`config.mk`:
```
export PLATFORM = sky130hd
export DESIGN_NAME = uart_led_cmd_parser
export DESIGN_NICKNAME = d
export VERILOG_FILES = /design/src/rtl/uart_led_cmd_parser.sv
export SDC_FILE = /design/constraint.sdc
export NUM_CORES = 1
export LEC_CHECK = 0
export ABC_CLOCK_PERIOD_IN_PS = 9100
export CORE_ASPECT_RATIO = 1.1
export CORE_UTILIZATION = 50
export DETAILED_ROUTE_END_ITERATION = 8
export PLACE_DENSITY = 0.72
export SETUP_SLACK_MARGIN = 0.02
export SYNTH_ARGS = -nofsm -noshare
export SYNTH_HDL_FRONTEND = slang
export SYNTH_SLANG_ARGS = --single-unit
```
`constraint.sdc`:
```
create_clock -name i_Clock -period 9.1 [get_ports i_Clock]
set_input_delay 0.91 -clock i_Clock [delete_from_list [all_inputs] [get_ports i_Clock]]
set_output_delay 0.91 -clock i_Clock [all_outputs]
set_load 0.05 [all_outputs]
```
`src/rtl/uart_led_cmd_parser.sv`:
```
// uart_led_cmd_parser: parses "L" + 8 hex digits + CR/LF from the UART RX FIFO into LED register writes,
// acking each complete or failed frame with 'K' or 'E' on the UART TX port.
module uart_led_cmd_parser #(
    parameter int NUM_LEDS       = 16,
    parameter int TIMEOUT_CYCLES = 8000000
) (
    input  logic        i_Clock,
    input  logic        i_Reset,
    input  logic        i_Received,
    output logic        o_Read_FIFO,
    input  logic [7:0]  i_Data,
    input  logic        i_Data_Ready,
    output logic        o_TX_Start,
    output logic [7:0]  o_TX_Data,
    input  logic        i_TX_Busy,
    output logic        o_LED_Wr,
    output logic [7:0]  o_LED_Addr,
    output logic [23:0] o_LED_RGB,
    output logic [7:0]  o_Err_Count
);
    localparam int TW = $clog2(TIMEOUT_CYCLES + 1);
    typedef enum logic [2:0] {IDLE, REQ, WAIT, PARSE, EXEC, ACK} state_t;
    state_t          state, state_nxt;
    logic            first, pending, is_l, is_term, is_dig, is_hex, perr, idx_ok, err_inc;
    logic [7:0]      rx_byte, ack_byte;
    logic [3:0]      cnt, nib;
    logic [31:0]     sr;
    logic [TW-1:0]   timer;

    assign is_l    = rx_byte == 8'h4C || rx_byte == 8'h6C;
    assign is_term = rx_byte == 8'h0D || rx_byte == 8'h0A;
    assign is_dig  = rx_byte >= 8'h30 && rx_byte <= 8'h39;
    assign is_hex  = is_dig || (rx_byte >= 8'h41 && rx_byte <= 8'h46) || (rx_byte >= 8'h61 && rx_byte <= 8'h66);
    assign nib     = is_dig ? rx_byte[3:0] : rx_byte[3:0] + 4'd9;
    assign perr    = !is_l && cnt != 4'd0 && (cnt == 4'd9 ? !is_term : !is_hex);
    assign idx_ok  = {1'b0, sr[31:24]} < 9'(NUM_LEDS);
    assign err_inc = (state == PARSE && perr) || (state == EXEC && !idx_ok);

    always_ff @(posedge i_Clock or posedge i_Reset)
        if (i_Reset) state <= IDLE;
        else         state <= state_nxt;

    always_comb begin
        state_nxt = state;
        case (state)
            IDLE:    state_nxt = (pending && !i_TX_Busy) ? ACK : (!pending && i_Received) ? REQ : IDLE;
            REQ:     state_nxt = WAIT;
            WAIT:    state_nxt = (!first && i_Data_Ready) ? PARSE : WAIT;
            PARSE:   state_nxt = (!is_l && cnt == 4'd9 && is_term) ? EXEC : IDLE;
            default: state_nxt = IDLE;
        endcase
    end

    always_comb begin
        o_Read_FIFO = state == REQ;
        o_TX_Start  = state == ACK;
        o_TX_Data   = o_TX_Start ? ack_byte : 8'h00;
        o_LED_Wr    = state == EXEC && idx_ok;
    end

    // The UART holds i_Data_Ready low only from the cycle after REQ, so the first WAIT cycle is skipped.
    always_ff @(posedge i_Clock or posedge i_Reset)
        if (i_Reset) begin
            first       <= 1'b0;
            pending     <= 1'b0;
            rx_byte     <= 8'h00;
            ack_byte    <= 8'h00;
            cnt         <= 4'd0;
            sr          <= 32'h0;
            timer       <= '0;
            o_LED_Addr  <= 8'h00;
            o_LED_RGB   <= 24'h0;
            o_Err_Count <= 8'h00;
        end else begin
            first <= state == REQ;
            if (state == WAIT && !first && i_Data_Ready) rx_byte <= i_Data;
            if (state == PARSE || cnt == 4'd0) timer <= '0;
            else if (timer == TW'(TIMEOUT_CYCLES)) begin
                timer <= '0;
                cnt   <= 4'd0;
            end else timer <= timer + 1'b1;
            if (err_inc && o_Err_Count != 8'hFF) o_Err_Count <= o_Err_Count + 8'd1;
            if (state == PARSE) begin
                if (is_l) cnt <= 4'd1;
                else if (perr) begin
                    cnt      <= 4'd0;
                    ack_byte <= 8'h45;
                    pending  <= 1'b1;
                end else if (cnt != 4'd0 && cnt != 4'd9) begin
                    sr  <= {sr[27:0], nib};
                    cnt <= cnt + 4'd1;
                end else if (cnt == 4'd9 && idx_ok) begin
                    o_LED_Addr <= sr[31:24];
                    o_LED_RGB  <= sr[23:0];
                end
            end
            if (state == EXEC) begin
                ack_byte <= idx_ok ? 8'h4B : 8'h45;
                pending  <= 1'b1;
                cnt      <= 4'd0;
            end
            if (state == ACK) pending <= 1'b0;
        end
endmodule

```
Word-level counts from Yosys, hierarchy flattened
Index checks and enable logic that the tools add are counted.
- $lt $le $gt $ge: 7
- reductions and logical operators: 42
- add/subtract/negate cells: 4
- equality and inequality tests: 15
- bitwise logic cells: 3
- multiplexer cells: 27
- operator list (operator ; count):
    23-bit two-way mux ; 2
    8-bit two-way mux ; 5
    4-bit two-way mux ; 9
    23-bit by 1-bit adder with 23-bit output, second input constant ; 1
    23-bit equality test, second input constant ; 1
    1-bit logical AND ; 18
    8-bit by 4-bit equality test with 1-bit output, second input constant ; 2
    8-bit by 7-bit equality test with 1-bit output, second input constant ; 2
    8-bit by 7-bit greater-or-equal comparator with 1-bit output, second input constant ; 2
    8-bit by 7-bit less-or-equal comparator with 1-bit output, second input constant ; 2
    3-bit one-hot mux with 4 select lines ; 1
    8-bit by 1-bit adder with 8-bit output, second input constant ; 1
    8-bit by 6-bit greater-or-equal comparator with 1-bit output, second input constant ; 1
    8-bit by 6-bit less-or-equal comparator with 1-bit output, second input constant ; 1
    8-bit by 5-bit less-than comparator with 1-bit output, second input constant ; 1
    1-bit two-way mux ; 8
    8-bit inequality test, second input constant ; 1
    1-bit zero test ; 7
    3-bit by 2-bit equality test with 1-bit output, second input constant ; 2
    3-bit equality test, second input constant ; 2
    1-bit logical OR ; 6
    3-bit two-way mux ; 2
    3-bit AND reduction ; 2
    3-bit nonzero test ; 2
    other kinds (14) ; 17
- word-level logic and storage cells: 109
- output and inout bits: 51
- input port bits: 13
- flip-flop bits (word level): 120

Logic depth before layout (Yosys ltp)
- depth after elaboration: 12
- mapped depth: 10
- mapped depth without buffers: 7

Worst setup path before layout
No wires, ideal clock.
- path type: register to output
- start point: register state[1]
- end point: output port o_TX_Data[3]
- arrival time: 1.901 ns
- setup slack: 6.289 ns
- cell stages (with the launch flop): 5
- buffers on the path: 2
- path through: dfrtp_1 -> clkbuf_1 -> and3b_1 -> and2_1 -> buf_4
- cells in the longest elaborated chain, start to end: 2
- ends and longest elaborated chain (element ; line ; text):
    start: declaration ; 23 ; state_t state, state_nxt;
    start signal: assignment ; 41 ; else state <= state_nxt;
    3-bit equality test ; 56 ; o_TX_Start = state == ACK;
    via o_TX_Start ; 13 ; output logic o_TX_Start,
    8-bit two-way mux ; 57 ; o_TX_Data = o_TX_Start ? ack_byte : 8'h00;
    end: declaration ; 14 ; output logic [7:0] o_TX_Data,
The timed path passes the listed nets, and every way through them passes these cells.

Worst setup path in the final report
- start point: register sr[28]
- end point: output port o_LED_Wr
- cells in the longest elaborated chain, start to end: 2
- ends and longest elaborated chain (element ; line ; text):
    start: declaration ; 27 ; logic [31:0] sr;
    start signal: assignment ; 90 ; sr <= {sr[27:0], nib};
    8-bit by 5-bit less-than comparator with 1-bit output ; 36 ; assign idx_ok = {1'b0, sr[31:24]} < 9'(NUM_LEDS);
    1-bit logical AND ; 58 ; o_LED_Wr = state == EXEC && idx_ok;
    end: declaration ; 16 ; output logic o_LED_Wr,
Every way passes these cells.

==> results by group <==
Drt
  • DRC viols: 0
  • Total Wirelength: between 10000 and 15000 um
  • Via/cell ratio: 5.33
  • 1st-iter DRT viols: roughly 150
  • DRT Pass-1 Iters: 4
  • Via count: 3500
  • Post-route ant nets: 0
  • WL per Instance: 15.5 um

Timing
  • Final Cycle Share: between 30% and 40%
  • Tmin final: 3.38 ns
  • RSZ-0062 raised after global routing: no
  • Worst Tran Pin Value: between 1 and 1.5 ns
  • Max frequency: around 0.30 GHz
  • Setup WS post-layout: 5.72 ns
  • Slew margin rel.: 31.7%
  • Max-slew violations: 0
  • Setup Skew: approximately 0.010 ns
  • TNS Setup: 0 ns
  • Final hold vios: 0
  • Finish-stage setup viols: 0

Power
  • Combinational Power Share: a little over a fifth
  • Net Sw Power: between 0.5 and 0.6 mW
  • Internal Power: between 1 and 1.5 mW
  • Peak VDD IR: 171 uV
  • Clock power share: 39.8%
  • Net Sw Frac: between 30% and 40%
  • Leakage: roughly 3.0 nW
  • Seq pwr share: just under 40%
  • Power Density: between 200 and 300 mW/mm^2

Outcome
  • Status: finished clean

Die
  • Core Footprint: approximately 0.010 mm^2
  • Initial Util: ~52%
  • Row cnt: 39
  • Die area: around 0.011 mm^2
  • Chip width: between 100 and 150 um
  • Die Y: approximately 110 um
  • Top Ports: 64

Logic synthesis
  • Synth unique cells: 50
  • Synth Register Bits: 115
  • EDFF count, synth: 0
  • Register area share after synthesis: 53.5%
  • Fraction of registers with async set/reset: 100%
  • Ranking of synthesized cells by area: dfrtp_1 (53%), mux2_2 (8.0%), mux2_4 (7.5%), xnor2_1 (4.2%), nor2_1 (3.3%)
  • YS warnings: 0
  • Post-Synthesis Cells: around 440
  • Netlist Area Pre-Place: 0.00538 mm^2
  • Syn avg cell area: 12.2 um^2
  • Most used DFF post-synth: dfrtp_1
  • Top-area cell type share of the netlist area: between 50 and 60%
  • Synth area leader: dfrtp_1

Clocking
  • Clock buffer depth: 2
  • Clk slew on worst S/H paths: around 0.050 ns
  • Post-CTS Hold Buffers: 0
  • H-tree depth: 4
  • Total CTS buffers: 17
  • CTS root buf: clkbuf_16
  • CTS tree: built
  • Post-CTS Resized: 0
  • Clk_lat worst skew: between 0.4 and 0.5 ns
  • CTS Sinks: 115
  • Postcts setup bufs: 0

Layout
  • Most common cell after layout, fill and taps aside: dfrtp_1
  • Area Overhead vs Synth: 23.5%
  • Layout Utilization: a little under two thirds
  • Layout fillers: ~850
  • Most frequent cells in the layout: dfrtp_1 (115), clkdlybuf4s50_1 (60), nor2_1 (48), mux2_2 (38), mux2_4 (27)
  • Fin nets: roughly 530
  • Share of layout cells above drive strength 1: about 20%
  • Fin area: around 0.0066 mm^2
  • Final std cells w/o fill: approximately 660
  • # diodes: 0

GRT
  • Number of global-route vias before repair: about 3500
  • Remaining global-route overflow: 0
  • Initial antenna violation count: 0
  • Largest net degree at the start of global routing: 74
  • First-pass GRT wire length: ~17000 um
  • GRT Overall Usage: approximately 20%

Setup path
  • Slowest cell on crit path: clkdlybuf4s50_1
  • Crit. End Element: output pin
  • R2R Path Start: rx_byte[1]
  • Worst path max stage delay: between 0.8 and 0.9 ns
  • Crit path kind: reg2out
  • Crit path DAT: 2.47 ns
  • CP Cell Sequence: or4_1 -> nor2_1 -> clkdlybuf4s50_1
  • RR Endpoint: o_LED_Addr[3]
  • Req. time, crit path: a little over 8 ns
  • Reg2Reg Setup Slack: 6.23 ns
  • Crit-path max FO: 3
  • Startpoint types: flip-flop
  • Reg2Reg Depth: 7

Hold path
  • Hold Path Sink: ack_byte[0]
  • HP Start: ack_byte[0]
  • HP Class: reg2reg
  • Hold Path Depth: 1

Placed design
  • Port Buffers: 60
  • DPL Wire Length: about 6400 um
  • Placed Area: 0.00603 mm^2
  • Setup WS pre-CTS: about 6 ns
  • Placer congestion estimate: 0.815
  • DP Cell Count: ~630

Run
  • Max cap viols: 0
metrics by stage:
| stage | power (mW) | hold WS (ns) |
|---|---|---|
| final | 1.70 | 0.463 |
| after global routing | 1.79 | 0.476 |
| after CTS | 1.72 | 0.466 |
| after detailed placement | 1.03 | 0.451 |
| after global placement | 1.01 | 0.448 |
| after floorplan | 0.903 | 0.425 |
power groups by stage:
stage	logic (mW)	registers, mW	clock network (mW)
floorplan	0.267	0.636	0
global placement	0.354	0.659	0
detailed placement	0.362	0.664	0
CTS	0.370	0.659	0.691
global route	0.407	0.670	0.713
finish	0.368	0.659	0.678
cells by family (layout without fill, tap and decap cells):
| logic type | after synthesis | in the layout | synth area share, % |
|---|---|---|---|
| mux | 70 | 70 | 16.5 |
| fa+ha+maj | 11 | 11 | 2.56 |
| xor+xnor | 33 | 33 | 5.37 |
| flops | 115 | 115 | 53.5 |
| buf+inv | 37 | 108 | 3.91 |
| other cells | 1 | 3 | 0.0697 |
| compound gates | 37 | 37 | 4.51 |
| simple gates | 137 | 137 | 13.6 |
critical path: cells and delay by family, from the launching register on:
kind / cells / cell delay [ns]
and+or+nand+nor: 2 / 0.86
buffers and inverters: 1 / 0.84
DFF: 1 / 0.37
worst max path at each step:
stage / from / to / slack, ns / cells after the start
6_report: sr[28] / o_LED_Wr / 5.72 / 3
4_1_cts: sr[28] / o_LED_Wr / 5.68 / 3
3_3_place_gp: sr[28] / o_LED_Wr / 6.14 / 3
2_1_floorplan: i_Reset / ack_byte[0] / 5.15 / 1
3_5_place_dp: sr[28] / o_LED_Wr / 6.14 / 3
5_1_grt: sr[28] / o_LED_Wr / 5.63 / 3
registers in the layout, summed over array words and instances, names as in the netlist:
signal and count:
first 1, state 3, ack_byte 3, o_Err_Count 8
sr 32, rx_byte 8, pending 1, cnt 4
o_LED_RGB 24, timer 23, o_LED_Addr 8
layout make-up:
class | instances | area [um^2] | area share (%)
Sequential cell | 115 | 2880 | 43.3
Clock buffer | 22 | 484 | 7.29
Inverter | 15 | 58.8 | 0.885
Clock inverter | 9 | 128 | 1.92
Tap cell | 143 | 179 | 2.69
Multi-Input combinational cell | 291 | 2300 | 34.6
Timing Repair Buffer | 62 | 616 | 9.26
per-layer routing:
layer,GRT usage (%),part of all wire (%),up-vias
met5,0,0,-
met4,8.02,1.8,0
met3,5.61,3.3,17
met2,32.0,49,85
met1,25.7,46,1746
li1,-,-,1652
cell usage after synthesis, types with 2 or more instances:
master	count
a211oi_1	3
a21o_1	2
a21oi_1	8
a221oi_1	2
a31oi_1	5
and2_1	4
and3_1	6
and3b_1	3
and4_1	7
and4b_1	2
buf_2	3
buf_4	8
buf_6	5
clkbuf_1	6
dfrtp_1	115
ha_1	11
inv_1	15
mux2_1	3
mux2_2	38
mux2_4	27
mux2i_1	2
nand2_1	13
nand3_1	16
nand4_1	5
nor2_1	48
nor2b_1	7
nor3_1	7
nor3b_1	5
nor4_1	5
nor4bb_1	3
o211ai_1	2
o21ai_0	5
o21ai_1	2
xnor2_1	26
xor2_1	7
Power figures use the tool's default switching activity.
